[src/rtl/dcache_dm_ctrl.sv]
// Direct-mapped, write-through, no-write-allocate data cache for the MEM stage.
// One 32-bit word per line. A four-state controller (IDLE/FILL/WRITE/FLUSH)
// drives the backing-memory req/ack port. The block also provides a
// multi-cycle flush and saturating load hit/miss counters.
//
// Handshakes:
//   cpu: cpu_req is held with stable address, we, be and wdata until
//        cpu_ready. A load hit completes in the same cycle.
//   mem: mem_req, mem_addr, mem_we, mem_wdata and mem_be are held until
//        mem_ack. mem_rdata is sampled only with mem_ack. The request
//        drops in the cycle after the ack.
module dcache_dm_ctrl #(
  parameter int ADDR_WIDTH = 32,
  parameter int DATA_WIDTH = 32,
  parameter int SET_BITS   = 3,
  parameter int CNT_WIDTH  = 16
) (
  input  logic                  clk,
  input  logic                  rst_n,
  input  logic                  cpu_req,
  input  logic                  cpu_we,
  input  logic [3:0]            cpu_be,
  input  logic [ADDR_WIDTH-1:0] cpu_addr,
  input  logic [DATA_WIDTH-1:0] cpu_wdata,
  output logic [DATA_WIDTH-1:0] cpu_rdata,
  output logic                  cpu_ready,
  input  logic                  flush,
  output logic                  flush_busy,
  output logic                  mem_req,
  output logic                  mem_we,
  output logic [ADDR_WIDTH-1:0] mem_addr,
  output logic [DATA_WIDTH-1:0] mem_wdata,
  output logic [3:0]            mem_be,
  input  logic [DATA_WIDTH-1:0] mem_rdata,
  input  logic                  mem_ack,
  output logic [CNT_WIDTH-1:0]  hit_cnt,
  output logic [CNT_WIDTH-1:0]  miss_cnt
);

  localparam int SETS  = 1 << SET_BITS;
  localparam int TAG_W = ADDR_WIDTH - SET_BITS - 2;
  localparam logic [SET_BITS-1:0]  LAST_SET = '1;
  localparam logic [CNT_WIDTH-1:0] CNT_MAX  = '1;

  typedef enum logic [1:0] {S_IDLE, S_FILL, S_WRITE, S_FLUSH} state_t;

  state_t                state_q, state_d;
  logic [SETS-1:0]       valid_q, valid_d;
  logic                  flush_pend_q, flush_pend_d;
  logic [SET_BITS-1:0]   flush_cnt_q, flush_cnt_d;
  logic [CNT_WIDTH-1:0]  hit_cnt_q, hit_cnt_d;
  logic [CNT_WIDTH-1:0]  miss_cnt_q, miss_cnt_d;

  // Tag and data arrays carry no reset; valid_q alone qualifies them.
  logic [TAG_W-1:0]      tag_q  [SETS];
  logic [DATA_WIDTH-1:0] data_q [SETS];

  logic                  line_we;
  logic [DATA_WIDTH-1:0] line_wdata;
  logic [DATA_WIDTH-1:0] merged;
  logic [SET_BITS-1:0]   index;
  logic [TAG_W-1:0]      tag;
  logic [DATA_WIDTH-1:0] line_data;
  logic                  hit;
  logic [1:0]            unused_addr_lsb;

  assign index           = cpu_addr[SET_BITS+1:2];
  assign tag             = cpu_addr[ADDR_WIDTH-1:SET_BITS+2];
  assign line_data       = data_q[index];
  assign hit             = valid_q[index] && (tag_q[index] == tag);
  assign unused_addr_lsb = cpu_addr[1:0];
  assign flush_busy      = flush_pend_q || (state_q == S_FLUSH);
  assign hit_cnt         = hit_cnt_q;
  assign miss_cnt        = miss_cnt_q;

  // Store-hit merge: the enabled bytes take the store data, the rest keep the line.
  always_comb begin
    merged = line_data;
    for (int b = 0; b < 4; b++) begin
      if (cpu_be[b]) merged[8*b +: 8] = cpu_wdata[8*b +: 8];
    end
  end

  // Controller next-state, bookkeeping and all port outputs.
  always_comb begin
    state_d      = state_q;
    valid_d      = valid_q;
    flush_pend_d = flush_pend_q;
    flush_cnt_d  = flush_cnt_q;
    hit_cnt_d    = hit_cnt_q;
    miss_cnt_d   = miss_cnt_q;
    line_we      = 1'b0;
    line_wdata   = mem_rdata;
    cpu_ready    = 1'b0;
    cpu_rdata    = '0;
    mem_req      = 1'b0;
    mem_we       = 1'b0;
    mem_addr     = '0;
    mem_wdata    = '0;
    mem_be       = '0;
    case (state_q)
      S_IDLE: begin
        if (flush_pend_q || flush) begin
          state_d      = S_FLUSH;
          flush_cnt_d  = '0;
          flush_pend_d = 1'b0;
        end else if (cpu_req) begin
          if (cpu_we) begin
            state_d = S_WRITE;
          end else if (hit) begin
            cpu_ready = 1'b1;
            cpu_rdata = line_data;
            if (hit_cnt_q != CNT_MAX) hit_cnt_d = hit_cnt_q + CNT_WIDTH'(1);
          end else begin
            state_d = S_FILL;
            if (miss_cnt_q != CNT_MAX) miss_cnt_d = miss_cnt_q + CNT_WIDTH'(1);
          end
        end
      end
      S_FILL: begin
        if (flush) flush_pend_d = 1'b1;
        mem_req  = 1'b1;
        mem_addr = {cpu_addr[ADDR_WIDTH-1:2], 2'b00};
        if (mem_ack) begin
          line_we        = 1'b1;
          line_wdata     = mem_rdata;
          valid_d[index] = 1'b1;
          cpu_ready      = cpu_req;
          cpu_rdata      = mem_rdata;
          state_d        = S_IDLE;
        end
      end
      S_WRITE: begin
        if (flush) flush_pend_d = 1'b1;
        mem_req   = 1'b1;
        mem_we    = 1'b1;
        mem_addr  = {cpu_addr[ADDR_WIDTH-1:2], 2'b00};
        mem_wdata = cpu_wdata;
        mem_be    = cpu_be;
        if (mem_ack) begin
          cpu_ready = cpu_req;
          if (hit) begin
            line_we    = 1'b1;
            line_wdata = merged;
          end
          state_d = S_IDLE;
        end
      end
      S_FLUSH: begin
        valid_d[flush_cnt_q] = 1'b0;
        flush_cnt_d          = flush_cnt_q + SET_BITS'(1);
        if (flush_cnt_q == LAST_SET) state_d = S_IDLE;
      end
      default: state_d = S_IDLE;
    endcase
  end

  // Controller and bookkeeping registers.
  always_ff @(posedge clk or negedge rst_n) begin
    if (!rst_n) begin
      state_q      <= S_IDLE;
      valid_q      <= '0;
      flush_pend_q <= 1'b0;
      flush_cnt_q  <= '0;
      hit_cnt_q    <= '0;
      miss_cnt_q   <= '0;
    end else begin
      state_q      <= state_d;
      valid_q      <= valid_d;
      flush_pend_q <= flush_pend_d;
      flush_cnt_q  <= flush_cnt_d;
      hit_cnt_q    <= hit_cnt_d;
      miss_cnt_q   <= miss_cnt_d;
    end
  end

  // Line storage write port. A fill writes tag and data; a store hit rewrites
  // the same tag with the merged data.
  always_ff @(posedge clk) begin
    if (line_we) begin
      tag_q[index]  <= tag;
      data_q[index] <= line_wdata;
    end
  end

endmodule

[config.mk]
export PLATFORM = sky130hd
export DESIGN_NAME = dcache_dm_ctrl
export DESIGN_NICKNAME = d
export VERILOG_FILES = /design/src/rtl/dcache_dm_ctrl.sv
export SDC_FILE = /design/constraint.sdc
export NUM_CORES = 1
export LEC_CHECK = 0
export BUFFER_PORTS_ARGS = -buffer_cell sky130_fd_sc_hd__buf_2
export CORE_AREA = 2 2 274 276
export CTS_BUF_LIST = sky130_fd_sc_hd__clkbuf_8
export DETAILED_ROUTE_END_ITERATION = 8
export DIE_AREA = 0 0 276 278
export GPL_TIMING_DRIVEN = 0
export PLACE_DENSITY = 0.53
export SYNTH_ARGS = -nofsm -noshare
export SYNTH_HDL_FRONTEND = slang
export SYNTH_SLANG_ARGS = --single-unit
[constraint.sdc]
create_clock -name clk -period 8.1 [get_ports clk]
set_input_delay 2.025 -clock clk [delete_from_list [all_inputs] [get_ports clk]]
set_output_delay 2.025 -clock clk [all_outputs]
set_load 0.01 [all_outputs]
# After elaboration in Yosys (flattened, before gate mapping)
# Memories as Yosys holds them, arrays and structs flattened.
# Index checks and enable logic that the tools add are counted.
[totals] ff_bits=46 ramBits=472 in_bits=106 output_inout_bits=136 memories=2
[op_classes] n_addsub=3 n_lt_le_gt_ge=4 n_eq_ne=14 muxes=49 bitwise=6 n_reduce_logical=16
[mem_list] name="data_q" depth=8 width=32 read_ports=1 rd_ports_with_merged_regs=0 write_ports=1 line="56" text="logic [DATA_WIDTH-1:0] data_q [SETS];"
[mem_list] name="tag_q" depth=8 width=27 read_ports=1 rd_ports_with_merged_regs=0 write_ports=1 line="55" text="logic [TAG_W-1:0] tag_q [SETS];"
[op_table] op="$mux W32" n=10
[op_table] op="$pmux W32 S2" n=1
[op_table] op="$mux W8" n=5
[op_table] op="$add A16 B1 Y16 const B" n=2
[op_table] op="$ne A16 B16 Y1 const B" n=2
[op_table] op="$eq A27 B27 Y1" n=1
[op_table] op="$mux W1" n=16
[op_table] op="$pmux W8 S2" n=1
[op_table] op="$mux W2" n=6
[op_table] op="$reduce_and A6 Y1" n=2
[op_table] op="$and A8 B8 Y8" n=1
[op_table] op="$lt A3 B4 Y1 const B" n=2
[op_table] op="$not A8 Y8" n=1
[op_table] op="$or A8 B8 Y8" n=1
[op_table] op="$demux W1 S3" n=2
[op_table] op="$ge A3 B1 Y1 const B" n=2
[op_table] op="$ne A2 B1 Y1 const B" n=3
[op_table] op="$pmux W1 S2" n=3
[op_table] op="$pmux W2 S3" n=1
[op_table] op="$pmux W3 S2" n=1
[op_table] op="$reduce_bool A2 Y1" n=3
[op_table] op="$eq A2 B2 Y1 const B" n=2
[op_table] op="$mux W4" n=1
[op_table] op="$ne A2 B2 Y1 const B" n=2
[op_table] op="15 further kinds" n=21

# Depth between registers and ports, before layout
[logic_depth] ltp_word=8 mapped_depth=14

# Least setup slack after synthesis
# No wires, ideal clock.
[synth_timing] path_type="input port to flip-flop" start="input port cpu_addr[4]" end="memory data_q[0][0] (enable)" arrival_time_ps=9687 setup_slack_ps=-2209 stages=12 path_buffers=4 cell_sequence="buf_2 -> buf_6 -> buf_2 -> mux4_2 -> mux2i_1 -> xor2_1 -> nand4_1 -> nor4_1 -> and4_1 -> buf_2 -> o21ai_2 -> nor4_1"
[synth_between] elab_chain_cells=8
[synth_lines] item="from (decl)" line="23" text="input logic [ADDR_WIDTH-1:0] cpu_addr,"
[synth_lines] item="$mem_v2 Z8 W27 / $bmux W1 S3 (equally long branches)"
[synth_lines] item="$eq A27 B27 Y1 / $mux W1 (equally long branches)" line="70" text="assign hit = valid_q[index] && (tag_q[index] == tag);"
[synth_lines] item="$logic_and A1 B1 Y1" line="70"
[synth_lines] item="$mux W1" line="142" text="if (hit) begin"
[synth_lines] item="$mux W1" line="140" text="if (mem_ack) begin"
[synth_lines] item="$pmux W1 S2" line="101" text="case (state_q)"
[synth_lines] item="$mux W1" line="180" text="if (line_we) begin"
[synth_lines] item="$mux W1 (implied by the code)" line="182" text="data_q[index] <= line_wdata;"
[synth_lines] item="to (decl)" line="56"
# Parallel ways exist; a longest one is shown, timed or not. The select of a mux whose other input is x is not followed.

# Final worst setup path
[layout_timing] start="input port cpu_addr[3]" end="output port cpu_rdata[16]"
[layout_between] elab_chain_cells=8
[layout_lines] item="$mem_v2 Z8 W27 / $bmux W1 S3 (equally long branches)"
[layout_lines] item="$eq A27 B27 Y1 / $mux W1 (equally long branches)" line="70"
[layout_lines] item="$logic_and A1 B1 Y1" line="70"
[layout_lines] item="$mux W32 (*)" line="110" text="end else if (hit) begin"
[layout_lines] item="$mux W32 (*)" line="108" text="if (cpu_we) begin"
[layout_lines] item="$mux W32 (*)" line="107" text="end else if (cpu_req) begin"
[layout_lines] item="$mux W32 (*)" line="103" text="if (flush_pend_q || flush) begin"
[layout_lines] item="$pmux W32 S2 (*)" line="101"
[layout_lines] item="to (decl)" line="25" text="output logic [DATA_WIDTH-1:0] cpu_rdata,"
# Every way passes the cells marked *; elsewhere a longest branch is shown, timed or not. The select of a mux whose other input is x is not followed.

==> impl_table.tex <==
\begin{tabular}{lr}
\hline
Metric & Value \\
\hline
\multicolumn{2}{l}{\textbf{Status}} \\
\quad Run status & finished with violations \\
\quad Violations in the final reports & design-rule violations \\
\multicolumn{2}{l}{\textbf{Logic synthesis}} \\
\quad Instance count of the mapped netlist & 1421 \\
\quad Synth warn & 0 \\
\quad Unique masters post-synth & 61 \\
\quad Proportion of register bits with asynchronous set or reset after synthesis & 8.88\% \\
\quad Synthesized flop and latch total & 518 \\
\quad Leading area contributor after synthesis & sky130\_fd\_sc\_hd\_\_edfxtp\_1 \\
\quad Post-synth EDFFs & 472 \\
\quad Cell area after synthesis & 22000 um\^{}2 \\
\quad Dominant synthesized flop cell & sky130\_fd\_sc\_hd\_\_edfxtp\_1 \\
\quad Fraction of synthesized cell area taken by the top area cell type & 64.3\% \\
\quad Top cells by area in the synthesized netlist & sky130\_fd\_sc\_hd\_\_edfxtp\_1 (64\%), sky130\_fd\_sc\_hd\_\_dfrtp\_1 (5.2\%), sky130\_fd\_sc\_hd\_\_mux4\_2 (3.8\%) \\
\quad Register area share after synthesis & 69.6\% \\
\quad Avg Cell Area, Syn & 15.5 um\^{}2 \\
\multicolumn{2}{l}{\textbf{GRT}} \\
\quad Largest net degree at the start of global routing & 47 \\
\quad Via count of the first global-routing pass & 14.2k \\
\quad Global-route congestion overflow total & 0 \\
\quad Initial antenna violation count & 11 \\
\quad Overall Global Routing Usage & 17.1\% \\
\quad Wire length of the first global-routing pass & 96500 um \\
\multicolumn{2}{l}{\textbf{Setup path}} \\
\quad Signal arrival time at the worst endpoint & 5.85 ns \\
\quad Worst Setup End Kind & output port \\
\quad Reg-to-reg startpoint & tag\_q[7][6]\$\_DFFE\_PP\_ \\
\quad Critical path startpoint category & input port \\
\quad Kind of critical path & in -> out \\
\quad Crit path max fanout & 19 \\
\quad Critical path data required time & 6.08 ns \\
\quad Critical path launch point & cpu\_addr[3] \\
\multicolumn{2}{l}{\textbf{Min path}} \\
\quad Worst min path class & reg -> reg \\
\quad Hold Startpoint & miss\_cnt[12]\$\_DFFE\_PN0P\_ \\
\multicolumn{2}{l}{\textbf{Place}} \\
\quad Global placer's final weighted congestion & 0.783 \\
\quad Post-placement cell count & 2664 \\
\quad Buffers added on ports & 232 \\
\quad HPWL after detailed placement & 45600 um \\
\multicolumn{2}{l}{\textbf{Job}} \\
\quad Max-capacitance violation count & 0 \\
\multicolumn{2}{l}{\textbf{Drt}} \\
\quad Number of DRC markers in iteration 0 & 1370 \\
\quad Number of iterations in the first detailed-routing pass & 7 \\
\quad Post-DR wirelength/cell & 23.6 um \\
\quad Total routed wirelength & 66600 um \\
\quad Remaining antenna violation count after routing & 0 \\
\quad Average vias per placed instance & 5.02 \\
\quad DRC Markers & 28 \\
\quad Routed vias & 14.2k \\
\multicolumn{2}{l}{\textbf{Clocking}} \\
\quad Clock transition time at the flip-flop clock pins of the worst setup and hold paths & 0.05 ns \\
\quad Max H-tree Level & 3 \\
\quad Clock sink total & 518 \\
\quad Resize count post-CTS & 0 \\
\quad Clock insertion delay at the later pin of the skew report & 0.66 ns \\
\quad Clock root buffer master & sky130\_fd\_sc\_hd\_\_clkbuf\_8 \\
\quad Largest buffer count on any clock path & 3 \\
\quad Number of buffers added to fix hold violations after cts & 0 \\
\quad Clock buffers created by TritonCTS & 85 \\
\quad TritonCTS clock tree & done \\
\multicolumn{2}{l}{\textbf{Finish}} \\
\quad Fraction of layout cells with a size suffix above 1 & 27.3\% \\
\quad \# fillers & 7150 \\
\quad Final Non-Filler Cells & 2822 \\
\quad Net count, final & 1895 \\
\quad Area added between synthesis and finish & 20.9\% \\
\multicolumn{2}{l}{\textbf{Power}} \\
\quad Leakage power & 0.00966 uW \\
\quad Peak supply drop & 0.109 mV \\
\quad Power density over the cells & 232 nW/um\^{}2 \\
\quad Tot Pwr & 6190 uW \\
\multicolumn{2}{l}{\textbf{Timing}} \\
\quad Endpoints failing hold & 0 \\
\quad Final count of negative-setup-slack endpoints & 0 \\
\quad Final cycle utilization of the critical path & 97.3\% \\
\quad Transition time of the tightest slew-check pin & 1.31 ns \\
\quad Max Freq & 0.127 GHz \\
\quad Max\_slew headroom & 11.8\% \\
\quad Unrepaired setup endpoints after global routing & false \\
\quad Clk\_skew & 0.0358 ns \\
\quad Min cycle time layout & 7.88 ns \\
\quad Final number of max-transition violations & 0 \\
\multicolumn{2}{l}{\textbf{Floorplan}} \\
\quad Die height & 278 um \\
\quad Placement row count & 100 \\
\quad Number of top-level design ports & 242 \\
\quad Die X-Extent & 276 um \\
\quad Area of the core region & 73800 um\^{}2 \\
\quad Overall die area & 76700 um\^{}2 \\
\quad Starting density of the core & 29.8\% \\
\hline
\end{tabular}
[worst max-delay path, cell delays in order]
cell                      delay [ns]
sky130_fd_sc_hd__buf_2          0.12
sky130_fd_sc_hd__buf_6          0.19
sky130_fd_sc_hd__buf_6          0.22
sky130_fd_sc_hd__buf_4          0.28
sky130_fd_sc_hd__mux4_2         0.33
sky130_fd_sc_hd__mux2i_1        0.17
sky130_fd_sc_hd__xor2_1         0.27
sky130_fd_sc_hd__nand4_1        0.27
sky130_fd_sc_hd__nor4_2         0.32
sky130_fd_sc_hd__nand3_1        0.20
sky130_fd_sc_hd__buf_4          0.32
sky130_fd_sc_hd__buf_6          0.22
sky130_fd_sc_hd__o21ai_0        0.62
sky130_fd_sc_hd__buf_2          0.26
[final timing paths]
kind	end	slack (ns)	cells after the start
setup / recovery	cpu_rdata[16]	0.22	14
hold / removal	miss_cnt[12]$_DFFE_PN0P_	0.49	1
setup reg to reg	tag_q[0][6]$_DFFE_PP_	3.28	13
hold reg to reg	miss_cnt[12]$_DFFE_PN0P_	0.49	1
max in group asynchronous	valid_q[1]$_DFFE_PN0P_	5.81	1
min in group asynchronous	miss_cnt[13]$_DFFE_PN0P_	1.58	1
[cells by family after synthesis]
logic type | Yosys count | share of synthesized area, %
simple gates | 316 | 7.75
xor+xnor | 46 | 1.83
other cells | 1 | 0.0170
mux | 166 | 10.0
compound gates | 261 | 7.98
flops | 518 | 69.6
buf+inv | 105 | 2.40
fa+ha+maj | 8 | 0.454
[synthesized netlist by cell type (10+ instances only)]
cell type and n:
sky130_fd_sc_hd__edfxtp_1 472, sky130_fd_sc_hd__nand2_1 92, sky130_fd_sc_hd__and2_1 74, sky130_fd_sc_hd__o21ai_0 74
sky130_fd_sc_hd__mux2i_1 67, sky130_fd_sc_hd__a22oi_1 61, sky130_fd_sc_hd__clkbuf_1 46, sky130_fd_sc_hd__dfrtp_1 46
sky130_fd_sc_hd__a21oi_1 38, sky130_fd_sc_hd__mux4_2 37, sky130_fd_sc_hd__nor2_1 36, sky130_fd_sc_hd__mux2_1 31
sky130_fd_sc_hd__a221oi_1 30, sky130_fd_sc_hd__mux2_2 30, sky130_fd_sc_hd__and3_1 26, sky130_fd_sc_hd__xor2_1 24
sky130_fd_sc_hd__nand3_1 22, sky130_fd_sc_hd__xnor2_1 22, sky130_fd_sc_hd__buf_2 17, sky130_fd_sc_hd__inv_1 14
sky130_fd_sc_hd__buf_4 12, sky130_fd_sc_hd__a22o_1 11, sky130_fd_sc_hd__nor3_1 11, sky130_fd_sc_hd__nor2b_1 10
[layer usage]
layer	wire length [um]	share of wire, %	GRT usage [%]	vias up
met5	29	0.044	0	-
met4	1720	2.6	5.62	8
met3	5330	8.0	3.58	97
met2	31500	47	27.8	540
met1	28000	42	23.0	7218
li1	-	-	-	6304
[power breakdown]
part	switching, uW	leakage [uW]	total, uW	internal [uW]
clock	1040	0.000860	2050	1010
combinational	710	0.00395	1090	383
sequential	41.5	0.00485	3050	3010
[registers in the layout (all words and copies together), names as in the netlist]
register / flops
state_q: 2
tag_q: 216
flush_cnt_q: 3
miss_cnt: 16
hit_cnt: 16
valid_q: 8
flush_pend_q: 1
data_q: 256
[timing repair]
| action | CTS | global route |
|---|---|---|
| buffers inserted | 0 | 0 |
| endpoints found under the hold margin | 0 | 0 |
| endpoints found under the setup margin | 1 | 0 |
[cell usage in the layout (no fill, tap or decap), drive strengths merged, types with 4 or more instances in the layout]
cell    instances
diode           4
a31oi           9
nand4           9
o22ai           4
and2           74
nor2b          10
dfrtp          46
o22a            7
clkbuf        133
buf           318
mux2i          67
nand2b          4
inv            43
nor2           36
mux2           62
xor2           24
clkinv         36
nand3          22
nor3           17
a221oi         30
and3           26
ha              8
nand2          92
mux4           37
a22o           11
a21oi          38
edfxtp        472
a222oi          5
o21ai          75
xnor2          22
a22oi          61
and4            8
nor4            5
[stage by stage]
step	setup WS, ns	utilization, %	hold WS, ns	area [um^2]	setup TNS, ns
finish	0.222	36.1	0.489	26600	0
detailed placement	-0.0109	34.1	0.485	25100	-0.0109
global placement	-6.45	33.1	0.467	24400	-1943.64
CTS	0.217	36.1	0.493	26600	0
global route	0.00213	36.1	0.510	26600	0
floorplan	-0.575	-	0.457	22000	-67.83
[layout make-up]
type                       instances  area, um^2  share of cell area [%]
antenna                            4        10.0                  0.0376
buffer                            90         472                    1.77
clock buffer                      88        1210                    4.55
clock inverter                    67         284                    1.07
inverter                          14        52.6                   0.197
multi-input combinational        799        6250                    23.5
sequential                       518       15300                    57.5
tap                              969        1210                    4.55
timing repair buffer             273        1820                    6.85
Note: power is estimated with default switching activity, not from simulation.
